--- src/rtl/rr_port_allocator_if.sv ---
// Signal bundle between the five router input ports and one rr_port_allocator output.
// pkt_cnt is present only when PKT_CNT_EN is defined.
interface rr_port_allocator_if;
  logic [4:0]  req;
  logic [14:0] flit_id;
  logic        credit_return;
  logic [4:0]  grant;
  logic [2:0]  out_sel;
  logic        out_valid;
  logic        timeout;
  logic [3:0]  credit_cnt;
`ifdef PKT_CNT_EN
  logic [15:0] pkt_cnt;

  modport master (
    output req, flit_id, credit_return,
    input  grant, out_sel, out_valid, timeout, credit_cnt, pkt_cnt
  );

  modport slave (
    input  req, flit_id, credit_return,
    output grant, out_sel, out_valid, timeout, credit_cnt, pkt_cnt
  );
`else
  modport master (
    output req, flit_id, credit_return,
    input  grant, out_sel, out_valid, timeout, credit_cnt
  );

  modport slave (
    input  req, flit_id, credit_return,
    output grant, out_sel, out_valid, timeout, credit_cnt
  );
`endif
endinterface

--- src/rtl/rr_port_allocator.sv ---
// Round-robin, packet-locked output-port allocator with credit tracking and a stall watchdog.
// Optional tail-packet counter (pkt_cnt) enabled by defining PKT_CNT_EN.
module rr_port_allocator #(
  parameter int DEPTH   = 4,
  parameter int TIMEOUT = 1023
) (
  input logic                clk,
  input logic                rst,
  rr_port_allocator_if.slave bus
);

  typedef enum logic [0:0] {
    IDLE = 1'b0,
    HOLD = 1'b1
  } state_t;

  localparam logic [3:0]  DEPTH_C   = 4'(DEPTH);
  localparam logic [11:0] TIMEOUT_C = 12'(TIMEOUT);
  localparam logic [2:0]  SEL_IDLE  = 3'd7;

  // Requester index base+step, wrapped modulo five (base <= 4, step <= 5).
  function automatic logic [2:0] wrap5(input logic [2:0] base, input logic [2:0] step);
    logic [3:0] sum;
    sum = {1'b0, base} + {1'b0, step};
    return (sum >= 4'd5) ? 3'(sum - 4'd5) : sum[2:0];
  endfunction

  state_t      state_r, state_nxt_s;
  logic [4:0]  grant_r, grant_nxt_s;
  logic [2:0]  sel_r, sel_nxt_s;
  logic [2:0]  ptr_r, ptr_nxt_s;
  logic [3:0]  credit_r, credit_nxt_s;
  logic [11:0] wd_r, wd_nxt_s;
  logic [11:0] wd_inc_s;
  logic        timeout_r, timeout_nxt_s;
  logic [4:0]  elig_s;
  logic        req_g_s;
  logic        tail_g_s;
  logic        credit_ok_s;
  logic        xfer_s;
  logic        win_found_s;
  logic [2:0]  win_idx_s;
`ifdef PKT_CNT_EN
  logic [15:0] pkt_cnt_r;
`endif

  assign credit_ok_s = (credit_r != 4'd0);
  assign xfer_s      = (state_r == HOLD) & req_g_s & credit_ok_s;
  assign wd_inc_s    = wd_r + 12'd1;

  // Per-requester header eligibility plus the granted requester's req and tail bit.
  always_comb begin
    elig_s   = 5'b00000;
    req_g_s  = 1'b0;
    tail_g_s = 1'b0;
    for (int i = 0; i < 5; i++) begin
      elig_s[i] = bus.req[i] & bus.flit_id[3*i] & credit_ok_s;
      req_g_s   = req_g_s | (grant_r[i] & bus.req[i]);
      tail_g_s  = tail_g_s | (grant_r[i] & bus.flit_id[3*i+2]);
    end
  end

  // First eligible requester searching from ptr+1 around to ptr itself.
  always_comb begin
    win_found_s = 1'b0;
    win_idx_s   = 3'd0;
    for (int k = 1; k <= 5; k++) begin
      if (!win_found_s && elig_s[wrap5(ptr_r, 3'(k))]) begin
        win_found_s = 1'b1;
        win_idx_s   = wrap5(ptr_r, 3'(k));
      end else begin
        win_found_s = win_found_s;
      end
    end
  end

  // Credit counter: a transfer consumes, a return refills up to DEPTH.
  always_comb begin
    credit_nxt_s = credit_r;
    case ({xfer_s, bus.credit_return})
      2'b10:   credit_nxt_s = credit_r - 4'd1;
      2'b01:   credit_nxt_s = (credit_r == DEPTH_C) ? credit_r : credit_r + 4'd1;
      default: credit_nxt_s = credit_r;
    endcase
  end

  // Next-state and next-output logic for the packet lock.
  always_comb begin
    state_nxt_s   = state_r;
    grant_nxt_s   = grant_r;
    sel_nxt_s     = sel_r;
    ptr_nxt_s     = ptr_r;
    wd_nxt_s      = wd_r;
    timeout_nxt_s = 1'b0;
    case (state_r)
      IDLE: begin
        if (win_found_s) begin
          state_nxt_s = HOLD;
          grant_nxt_s = 5'b00001 << win_idx_s;
          sel_nxt_s   = win_idx_s;
          ptr_nxt_s   = win_idx_s;
          wd_nxt_s    = 12'd0;
        end else begin
          state_nxt_s = IDLE;
        end
      end
      HOLD: begin
        if (xfer_s) begin
          wd_nxt_s = 12'd0;
          if (tail_g_s) begin
            state_nxt_s = IDLE;
            grant_nxt_s = 5'b00000;
            sel_nxt_s   = SEL_IDLE;
          end else begin
            state_nxt_s = HOLD;
          end
        end else if (wd_inc_s == TIMEOUT_C) begin
          // Stalled for TIMEOUT consecutive cycles: drop the lock.
          state_nxt_s   = IDLE;
          grant_nxt_s   = 5'b00000;
          sel_nxt_s     = SEL_IDLE;
          wd_nxt_s      = 12'd0;
          timeout_nxt_s = 1'b1;
        end else begin
          wd_nxt_s = wd_inc_s;
        end
      end
      default: begin
        state_nxt_s = IDLE;
        grant_nxt_s = 5'b00000;
        sel_nxt_s   = SEL_IDLE;
        wd_nxt_s    = 12'd0;
      end
    endcase
  end

  // State and output registers with synchronous reset.
  always_ff @(posedge clk) begin
    if (rst) begin
      state_r   <= IDLE;
      grant_r   <= 5'b00000;
      sel_r     <= SEL_IDLE;
      ptr_r     <= 3'd4;
      credit_r  <= DEPTH_C;
      wd_r      <= 12'd0;
      timeout_r <= 1'b0;
    end else begin
      state_r   <= state_nxt_s;
      grant_r   <= grant_nxt_s;
      sel_r     <= sel_nxt_s;
      ptr_r     <= ptr_nxt_s;
      credit_r  <= credit_nxt_s;
      wd_r      <= wd_nxt_s;
      timeout_r <= timeout_nxt_s;
    end
  end

`ifdef PKT_CNT_EN
  // Completed-packet counter; forced releases never reach a tail transfer.
  always_ff @(posedge clk) begin
    if (rst) begin
      pkt_cnt_r <= 16'd0;
    end else if (xfer_s && tail_g_s) begin
      pkt_cnt_r <= pkt_cnt_r + 16'd1;
    end else begin
      pkt_cnt_r <= pkt_cnt_r;
    end
  end

  assign bus.pkt_cnt = pkt_cnt_r;
`endif

  assign bus.grant      = grant_r;
  assign bus.out_sel    = sel_r;
  assign bus.out_valid  = xfer_s;
  assign bus.timeout    = timeout_r;
  assign bus.credit_cnt = credit_r;

endmodule

--- src/flat_wrapper.sv ---
// flat-port wrapper written by rule: the top's interface ports become plain ports
module rr_port_allocator_flat 
#(
  parameter int DEPTH   = 4,
  parameter int TIMEOUT = 1023
)
  (clk, rst, bus_req, bus_flit_id, bus_credit_return, bus_grant, bus_out_sel, bus_out_valid, bus_timeout, bus_credit_cnt);
  rr_port_allocator_if bus_i ();
  input logic clk;
  input logic rst;
  input wire logic [$bits(bus_i.req)-1:0] bus_req;
  input wire logic [$bits(bus_i.flit_id)-1:0] bus_flit_id;
  input wire logic [$bits(bus_i.credit_return)-1:0] bus_credit_return;
  output wire logic [$bits(bus_i.grant)-1:0] bus_grant;
  output wire logic [$bits(bus_i.out_sel)-1:0] bus_out_sel;
  output wire logic [$bits(bus_i.out_valid)-1:0] bus_out_valid;
  output wire logic [$bits(bus_i.timeout)-1:0] bus_timeout;
  output wire logic [$bits(bus_i.credit_cnt)-1:0] bus_credit_cnt;
  assign bus_i.req = bus_req;
  assign bus_i.flit_id = bus_flit_id;
  assign bus_i.credit_return = bus_credit_return;
  assign bus_grant = bus_i.grant;
  assign bus_out_sel = bus_i.out_sel;
  assign bus_out_valid = bus_i.out_valid;
  assign bus_timeout = bus_i.timeout;
  assign bus_credit_cnt = bus_i.credit_cnt;
  rr_port_allocator #(.DEPTH(DEPTH), .TIMEOUT(TIMEOUT)) u_core (.clk(clk), .rst(rst), .bus(bus_i));
endmodule
--- config.mk ---
export PLATFORM = sky130hd
export DESIGN_NAME = rr_port_allocator_flat
export DESIGN_NICKNAME = d
export VERILOG_FILES = /design/src/rtl/rr_port_allocator_if.sv /design/src/rtl/rr_port_allocator.sv /design/src/flat_wrapper.sv
export SDC_FILE = /design/constraint.sdc
export NUM_CORES = 1
export LEC_CHECK = 0
export CAP_MARGIN = 20
export CORE_MARGIN = 2
export CORE_UTILIZATION = 30
export DETAILED_ROUTE_END_ITERATION = 7
export DONT_BUFFER_PORTS = 1
export SLEW_MARGIN = 20
export SYNTH_ARGS = -nofsm -noshare
export SYNTH_HDL_FRONTEND = slang
export SYNTH_SLANG_ARGS = --single-unit
--- constraint.sdc ---
create_clock -name clk -period 4.8 [get_ports clk]
set_input_delay 0.24 -clock clk [delete_from_list [all_inputs] [get_ports clk]]
set_output_delay 0.24 -clock clk [all_outputs]
set_load 0.005 [all_outputs]
==> results of run 1 <==
-- power by group through the flow --
stage	Sequential, mW	Clock (mW)	Combinational, mW
floorplan	0.360	0	0.944
global placement	0.379	0	1.13
detailed placement	0.381	0	1.16
CTS	0.375	0.213	1.17
global route	0.382	0.224	1.31
finish	0.373	0.207	1.17
-- path summary, 6_finish.rpt --
path	slack, ps	cells past startpoint	from	end
max reg2reg	750	12	u_core.ptr_r[1]$_SDFFE_PP0P_	u_core.bus.grant[2]$_SDFFE_PP0P_
min reg2reg	500	2	u_core.wd_r[11]$_SDFFE_PP0P_	u_core.wd_r[11]$_SDFFE_PP0P_
max	750	12	u_core.ptr_r[1]$_SDFFE_PP0P_	u_core.bus.grant[2]$_SDFFE_PP0P_
min	10	1	rst	u_core.state_r$_SDFF_PP0_
-- critical path, delay by kind of cell, from the launching register on --
family | cells | cell delay [ps]
adders and majority gates | 2 | 630
and+or+nand+nor | 3 | 790
muxes | 2 | 390
DFF | 1 | 520
AOI/OAI and AO/OA | 3 | 1190
buffers and inverters | 2 | 420
-- final cells by class --
cell class	count	share of cell area, %
Sequential cell	29	21.0
Multi-Input combinational cell	272	68.1
Clock buffer	5	2.49
Tap cell	105	4.75
Clock inverter	3	0.814
Timing Repair Buffer	4	1.09
Inverter	13	1.76
-- cells in the mapped netlist, types with 2 or more instances --
library cell / n
o211ai_1: 3
or3_1: 5
xor2_1: 4
mux2i_1: 9
o21ai_1: 8
nand3_2: 2
o41ai_1: 2
a21oi_2: 2
a221o_1: 2
a222oi_1: 2
nor4_1: 4
o21ai_0: 11
nand2b_1: 6
dfxtp_1: 29
buf_2: 3
a21o_1: 7
nor3_1: 12
o31ai_1: 2
nor2_1: 37
nand2_1: 17
clkbuf_1: 7
nand3b_1: 10
a22oi_1: 2
inv_1: 11
fa_1: 2
a21oi_1: 28
ha_1: 14
nand4_1: 3
nor2b_1: 6
xnor2_1: 6
a21boi_1: 2
nand3_1: 13
and3_1: 3
and2_1: 7
a31oi_1: 4
a221oi_1: 2
-- sequential cells by signal (all words and copies together) (netlist names) --
signal	cells
u_core.wd_r	12
u_core.bus.grant	5
u_core.bus.credit_cnt	4
u_core.bus.out_sel	3
u_core.ptr_r	3
u_core.bus.timeout	1
u_core.state_r	1
-- metrics by stage --
step,area [µm²],instances
finish,2770,431
global placement,2680,423
CTS,2770,431
floorplan,2570,326
global route,2770,431
detailed placement,2680,423
-- per-layer routing --
metal | GRT usage (%) | vias to the layer above | share of wire, %
met1 | 20.1 | 1169 | 45
met4 | 5.87 | 0 | 2.6
met2 | 24.7 | 82 | 47
li1 | - | 1204 | -
met3 | 2.95 | 15 | 5.6
met5 | 0 | - | 0
-- cells by family (layout without fill, tap and decap cells) --
family,after synthesis,after routing
compound gates,95,95
xor+xnor,10,10
fa+ha+maj,16,16
buf+inv,25,25
flops,29,29
mux,11,11
simple gates,140,140
==> results.py, run 1 <==
metrics = {
    "power_and_ir_drop": {
        "power_leakage_nw": 1.02,
        "power_switching_uw": 877,
        "seq_power_share_pct": 21.3,
        "powerDensity_mw_per_mm2": 633,
        "power_mw": 1.75,
        "p_clk_share_pct": 11.8,
        "p_comb_share_pct": 66.8,
        "peakVddDrop_mv": 0.379,
        "p_int_uw": 874,
        "switching_share_pct": 50.1,
    },
    "die": {
        "io_pins": 37,
        "die_area_mm2": 0.00932,
        "rows": 33,
        "die_h_um": 96.6,
        "die-width_um": 96.6,
        "start_util_pct": 31.1,
        "core_mm2": 0.00826,
    },
    "worst_setup_path": {
        "path_cells": "inv_1, ha_1, ha_1, a21boi_1, mux2i_1, mux2i_1, a2111oi_4, and4b_4, nor3b_4, buf_4, or2b_2, a32o_1",
        "path_class": "flop to flop",
        "crit_slowest_cell": "dfxtp_1",
        "worstPathRequired_ps": 4990,
        "critical_path_arrival_ps": 4240,
        "crit_fanout": 14,
        "start_kind": "flop",
        "slowest_delay_ps": 520,
        "endpoint_kind": "flop",
    },
    "clocking": {
        "cts-root-buf": "clkbuf_8",
        "cts_tree": "yes",
        "cts_setup_buffers": 0,
        "path_clk_slew_ps": 70,
        "h-tree-depth": 2,
        "hold_buffers": 0,
        "clock_path_buffers": 2,
        "cts_buffers": 5,
        "post_cts_resized": 0,
        "clock-sinks": 29,
        "insertion_delay_ps": 290,
    },
    "timing": {
        "skew_ps": 8.24,
        "fin_crit_sh_pct": 84.5,
        "setup_ws_ps": 746,
        "worst_pin_slew_ps": 834,
        "fin_crit_ps": 4050,
        "finalMaxSlewViolations": 0,
        "finalHoldViolCount": 0,
        "fmax_mhz": 247,
        "rsz0062_at_grt": "no",
        "setup_viol": 0,
        "slew_headroom_pct": 43.9,
        "hold_slack_ps": 11.6,
        "setup_tns_ps": 0,
    },
    "detailed_routing": {
        "wirelength_mm": 6.60,
        "vias": 2470,
        "drt-initial-drc-count": 157,
        "drtAntennaViolNets": 0,
        "vias_per_cell": 5.73,
        "first_pass_iters": 5,
        "routedWlPerCell_um": 15.3,
        "drc_errors": 0,
    },
    "global_routing": {
        "grtUsageTotal_pct": 15.3,
        "grt_first_pass_wirelength_mm": 11.3,
        "grt_pass1_vias": 2306,
        "grt_max_degree": 25,
        "overflow": 0,
        "antenna_found_initial": 0,
    },
    "hold_path": {
        "hold_class": "input pin to flop",
    },
    "logic_synthesis": {
        "syn_area_mm2": 0.00257,
        "ys_warn_count": 0,
        "async_flop_share_pct": 0,
        "yosysTopAreaCellShare_pct": 22.6,
        "synth_xor_area_share_pct": 3.41,
        "netlist_top_cells_area": "dfxtp_1 (23%), ha_1 (6.8%), a21oi_1 (5.5%), nor2_1 (5.4%), mux2i_1 (3.5%)",
        "netlist_instances": 326,
        "ys_types": 75,
        "syn-num-nets": 365,
        "synth_edf_count": 0,
        "synth-simple-area-share_pct": 30.7,
        "synthMuxAreaShare_pct": 4.82,
        "seq_area_frac_synth_pct": 22.6,
        "synth-compound-area-share_pct": 26.0,
        "synth_top_family_by_area": "simple AND/OR/NAND/NOR gates",
        "ys.flop_type": "dfxtp_1",
        "synth_seq_cells": 29,
        "synth_adder_area_share_pct": 8.37,
        "syn_avg_cell_area_um2": 7.88,
        "yosysTopAreaCell": "dfxtp_1",
    },
    "status": {
        "outcome": "finished, final reports clean",
    },
    "cells_and_area": {
        "seqCellArea_um2": 581,
        "layout-drive-gt1-share_pct": 9.82,
        "final_nets": 364,
        "fill_cells": 897,
        "num_antenna_cells": 0,
        "area_delta_synth_final_pct": 7.64,
        "layout_commonest_cell": "nor2_1",
        "finish.utilization_pct": 33.5,
        "multiInputGateArea_mm2": 0.00188,
        "final_cell_mix": "nor2_1 (37), dfxtp_1 (29), a21oi_1 (28)",
    },
    "placed_design": {
        "dp_hpwl_mm": 5.00,
        "dpl_worst_slack_ps": 752,
        "io_buffers": 0,
        "gp_congestion": 0.892,
    },
    "flow_run": {
        "maxCapViolations": 0,
    },
}
Power figures use the tool's default switching activity.
==> run 2: changes to the inputs <==
--- a/config.mk
+++ b/config.mk
@@ -5,6 +5,7 @@
 export SDC_FILE = /design/constraint.sdc
 export NUM_CORES = 1
 export LEC_CHECK = 0
+export ABC_AREA = 1
 export CAP_MARGIN = 20
 export CORE_MARGIN = 2
 export CORE_UTILIZATION = 30
==> constraint.sdc (replaced) <==
create_clock -name clk -period 3.84 [get_ports clk]
set_input_delay 0.192 -clock clk [delete_from_list [all_inputs] [get_ports clk]]
set_output_delay 0.192 -clock clk [all_outputs]
set_load 0.005 [all_outputs]
==> run 2 against run 1 <==
Net effect: setup slack got worse by 140 ps; register-to-register slack got worse by 140 ps; highest routed layer unchanged; die area decreased by 1.1%; critical path depth rose by 6; total power is 67% higher; routed wire length shrank 2.6%; combinational power rose by 85%; cell area shrank 0.27%; utilization rose by 0.077 points; clock power grew 33%; critical path type unchanged; synthesized area shrank 1.2%.
==> results.py, run 2 <==
metrics = {
    "logic_synthesis": {
        "netlist_instances": 386,
        "netlist_top_cells_area": "dfxtp_1 (23%), nand2_1 (14%), nand3_1 (11%), ha_1 (6.9%), inv_1 (5.2%)",
        "syn-num-nets": 425,
        "synth_most_common_cell": "nand2_1",
        "seq_area_frac_synth_pct": 22.9,
        "async_flop_share_pct": 0,
        "yosysTopAreaCellShare_pct": 22.9,
        "synth_common_cells": "nand2_1 (94), nand3_1 (56), inv_1 (35), dfxtp_1 (29), nor2_1 (25)",
        "synth_seq_cells": 29,
        "syn_avg_cell_area_um2": 6.58,
        "ys_types": 38,
        "synth_edf_count": 0,
        "ys_warn_count": 0,
        "yosysTopAreaCell": "dfxtp_1",
        "ys.flop_type": "dfxtp_1",
        "syn_area_mm2": 0.00254,
    },
    "die": {
        "rows": 33,
        "io_pins": 37,
        "start_util_pct": 30.9,
        "die_h_um": 96.0,
        "die_area_mm2": 0.00922,
        "die-width_um": 96.0,
        "core_mm2": 0.00822,
    },
    "placed_design": {
        "dp_hpwl_mm": 5.15,
        "gp_congestion": 0.825,
        "io_buffers": 0,
    },
    "timing": {
        "worst_pin_slew_ps": 642,
        "skew_ps": 8.21,
        "slew_headroom_pct": 57.1,
        "hold_slack_ps": 235,
        "finalHoldViolCount": 0,
        "setup_tns_ps": 0,
        "setup_viol": 0,
        "finalMaxSlewViolations": 0,
        "fin_crit_ps": 3230,
        "fmax_mhz": 310,
        "fin_crit_sh_pct": 84.1,
        "rsz0062_at_grt": "no",
    },
    "detailed_routing": {
        "routedWlPerCell_um": 13.0,
        "first_pass_iters": 4,
        "wirelength_mm": 6.43,
        "vias_per_cell": 5.06,
        "drtAntennaViolNets": 0,
        "drc_errors": 0,
        "drt-initial-drc-count": 140,
        "vias": 2510,
    },
    "global_routing": {
        "overflow": 0,
        "grt_pass1_vias": 2211,
        "grt_max_degree": 17,
        "antenna_found_initial": 0,
        "grtUsageTotal_pct": 14.1,
        "grt_first_pass_wirelength_mm": 10.4,
    },
    "cells_and_area": {
        "regMostFlops": "u_core.wd_r",
        "area_delta_synth_final_pct": 8.62,
        "layout-drive-gt1-share_pct": 11.0,
        "seqCellArea_um2": 581,
        "multiInputGateArea_mm2": 0.00176,
        "layout_commonest_cell": "nand2_1",
        "largest_register_ffs": 12,
        "final_nets": 429,
        "fill_cells": 893,
        "final_cell_mix": "nand2_1 (94), nand3_1 (56), inv_1 (35)",
        "num_antenna_cells": 0,
        "finish.utilization_pct": 33.6,
    },
    "clocking": {
        "cts_tree": "yes",
        "post_cts_resized": 0,
        "h-tree-depth": 2,
        "cts_buffers": 5,
        "cts-root-buf": "clkbuf_8",
        "path_clk_slew_ps": 60,
        "insertion_delay_ps": 280,
        "clock-sinks": 29,
        "clock_path_buffers": 2,
    },
    "worst_setup_path": {
        "rrSetupSlack_ps": 610,
        "start_kind": "flop",
        "crit_fanout": 11,
        "critical_path_arrival_ps": 3380,
        "path_class": "flop to flop",
        "endpoint_kind": "flop",
        "worstPathRequired_ps": 3990,
    },
    "status": {
        "outcome": "finished, final reports clean",
    },
    "power_and_ir_drop": {
        "power_mw": 2.92,
        "power_leakage_nw": 1.20,
        "powerDensity_mw_per_mm2": 1060,
        "peakVddDrop_mv": 0.284,
    },
    "hold_path": {
        "hold_class": "input pin to flop",
    },
    "flow_run": {
        "maxCapViolations": 0,
    },
}
-- run 2: cell types whose count changed in the layout (fill, tap and decap cells not counted), sizes merged, moves of 7 or more --
cell,before,now
and2,8,0
o21ai,20,28
nand2,17,101
nor2,37,30
nand4,3,12
nand3,15,61
mux2i,9,0
inv,12,41
nor3,13,3
-- run 2: logic make-up (layout without fill, tap and decap cells) --
kind of cell    after synthesis  count (layout)  share of synthesized area, %
xor+xnor                     14              14                          5.57
simple gates                216             216                          41.4
fa+ha+maj                    16              16                          8.47
compound gates               63              63                          14.0
buf+inv                      48              53                          7.73
flops                        29              29                          22.9
-- run 2: worst paths after layout --
path | end | startpoint | depth (start not counted)
worst max-delay path | u_core.bus.out_sel[1]$_SDFFE_PP1P_ | u_core.ptr_r[1]$_SDFFE_PP0P_ | 18
worst min-delay path | u_core.bus.out_sel[2]$_SDFFE_PP1P_ | rst | 2
worst max register to register | u_core.bus.out_sel[1]$_SDFFE_PP1P_ | u_core.ptr_r[1]$_SDFFE_PP0P_ | 18
worst min register to register | u_core.wd_r[0]$_SDFFE_PP0P_ | u_core.wd_r[0]$_SDFFE_PP0P_ | 2
-- run 2: cell type report --
cell class | instances | area share, %
flip-flops and latches | 29 | 21.0
clock buffers | 7 | 3.49
clock inverters | 1 | 0.181
repair buffers | 3 | 0.907
inverters | 42 | 5.71
well taps | 105 | 4.76
multi-input cells | 309 | 63.9
-- run 2: critical path, stage by stage, from the launching register on --
cell      delay, ps
dfxtp_1         510
inv_1           220
ha_1            230
ha_1            320
nand2_1         110
nand2_1         170
nand2_1         140
nand2_1         150
nand2_1          60
nand3_1          60
nand3_1          80
nand2_2         110
nand3_2         100
nor2_4          170
nand3_4         130
nand2_2         240
o21ai_0         110
inv_1            90
o211ai_1         80
-- run 2: per-stage QoR --
step	worst slack [ps]	instance area (µm²)	std cells
after detailed placement	620	2650	487
after global routing	240	2760	496
final	610	2760	496
after floorplan	1160	2540	386
after global placement	698	2650	487
after CTS	606	2760	496
-- run 2: power breakdown --
| part | leakage, nW | switching, mW | internal (mW) |
|---|---|---|---|
| registers | 0.237 | 0.0919 | 0.379 |
| clock network | 0.0542 | 0.113 | 0.162 |
| logic | 0.906 | 1.49 | 0.681 |
| total | 1.20 | 1.70 | 1.22 |
-- run 2: timing repair --
item                                   CTS  global route
hold buffers                             1             0
endpoints found under the hold margin   16             0
buffers inserted                         0             0
-- run 2: layer usage --
layer | share of wire, % | vias to the layer above | track usage (%)
met5 | 0 | - | 0
met4 | 0.62 | 0 | 2.74
met3 | 5.8 | 4 | 2.51
met2 | 44 | 64 | 21.2
met1 | 50 | 1133 | 20.8
li1 | - | 1309 | -
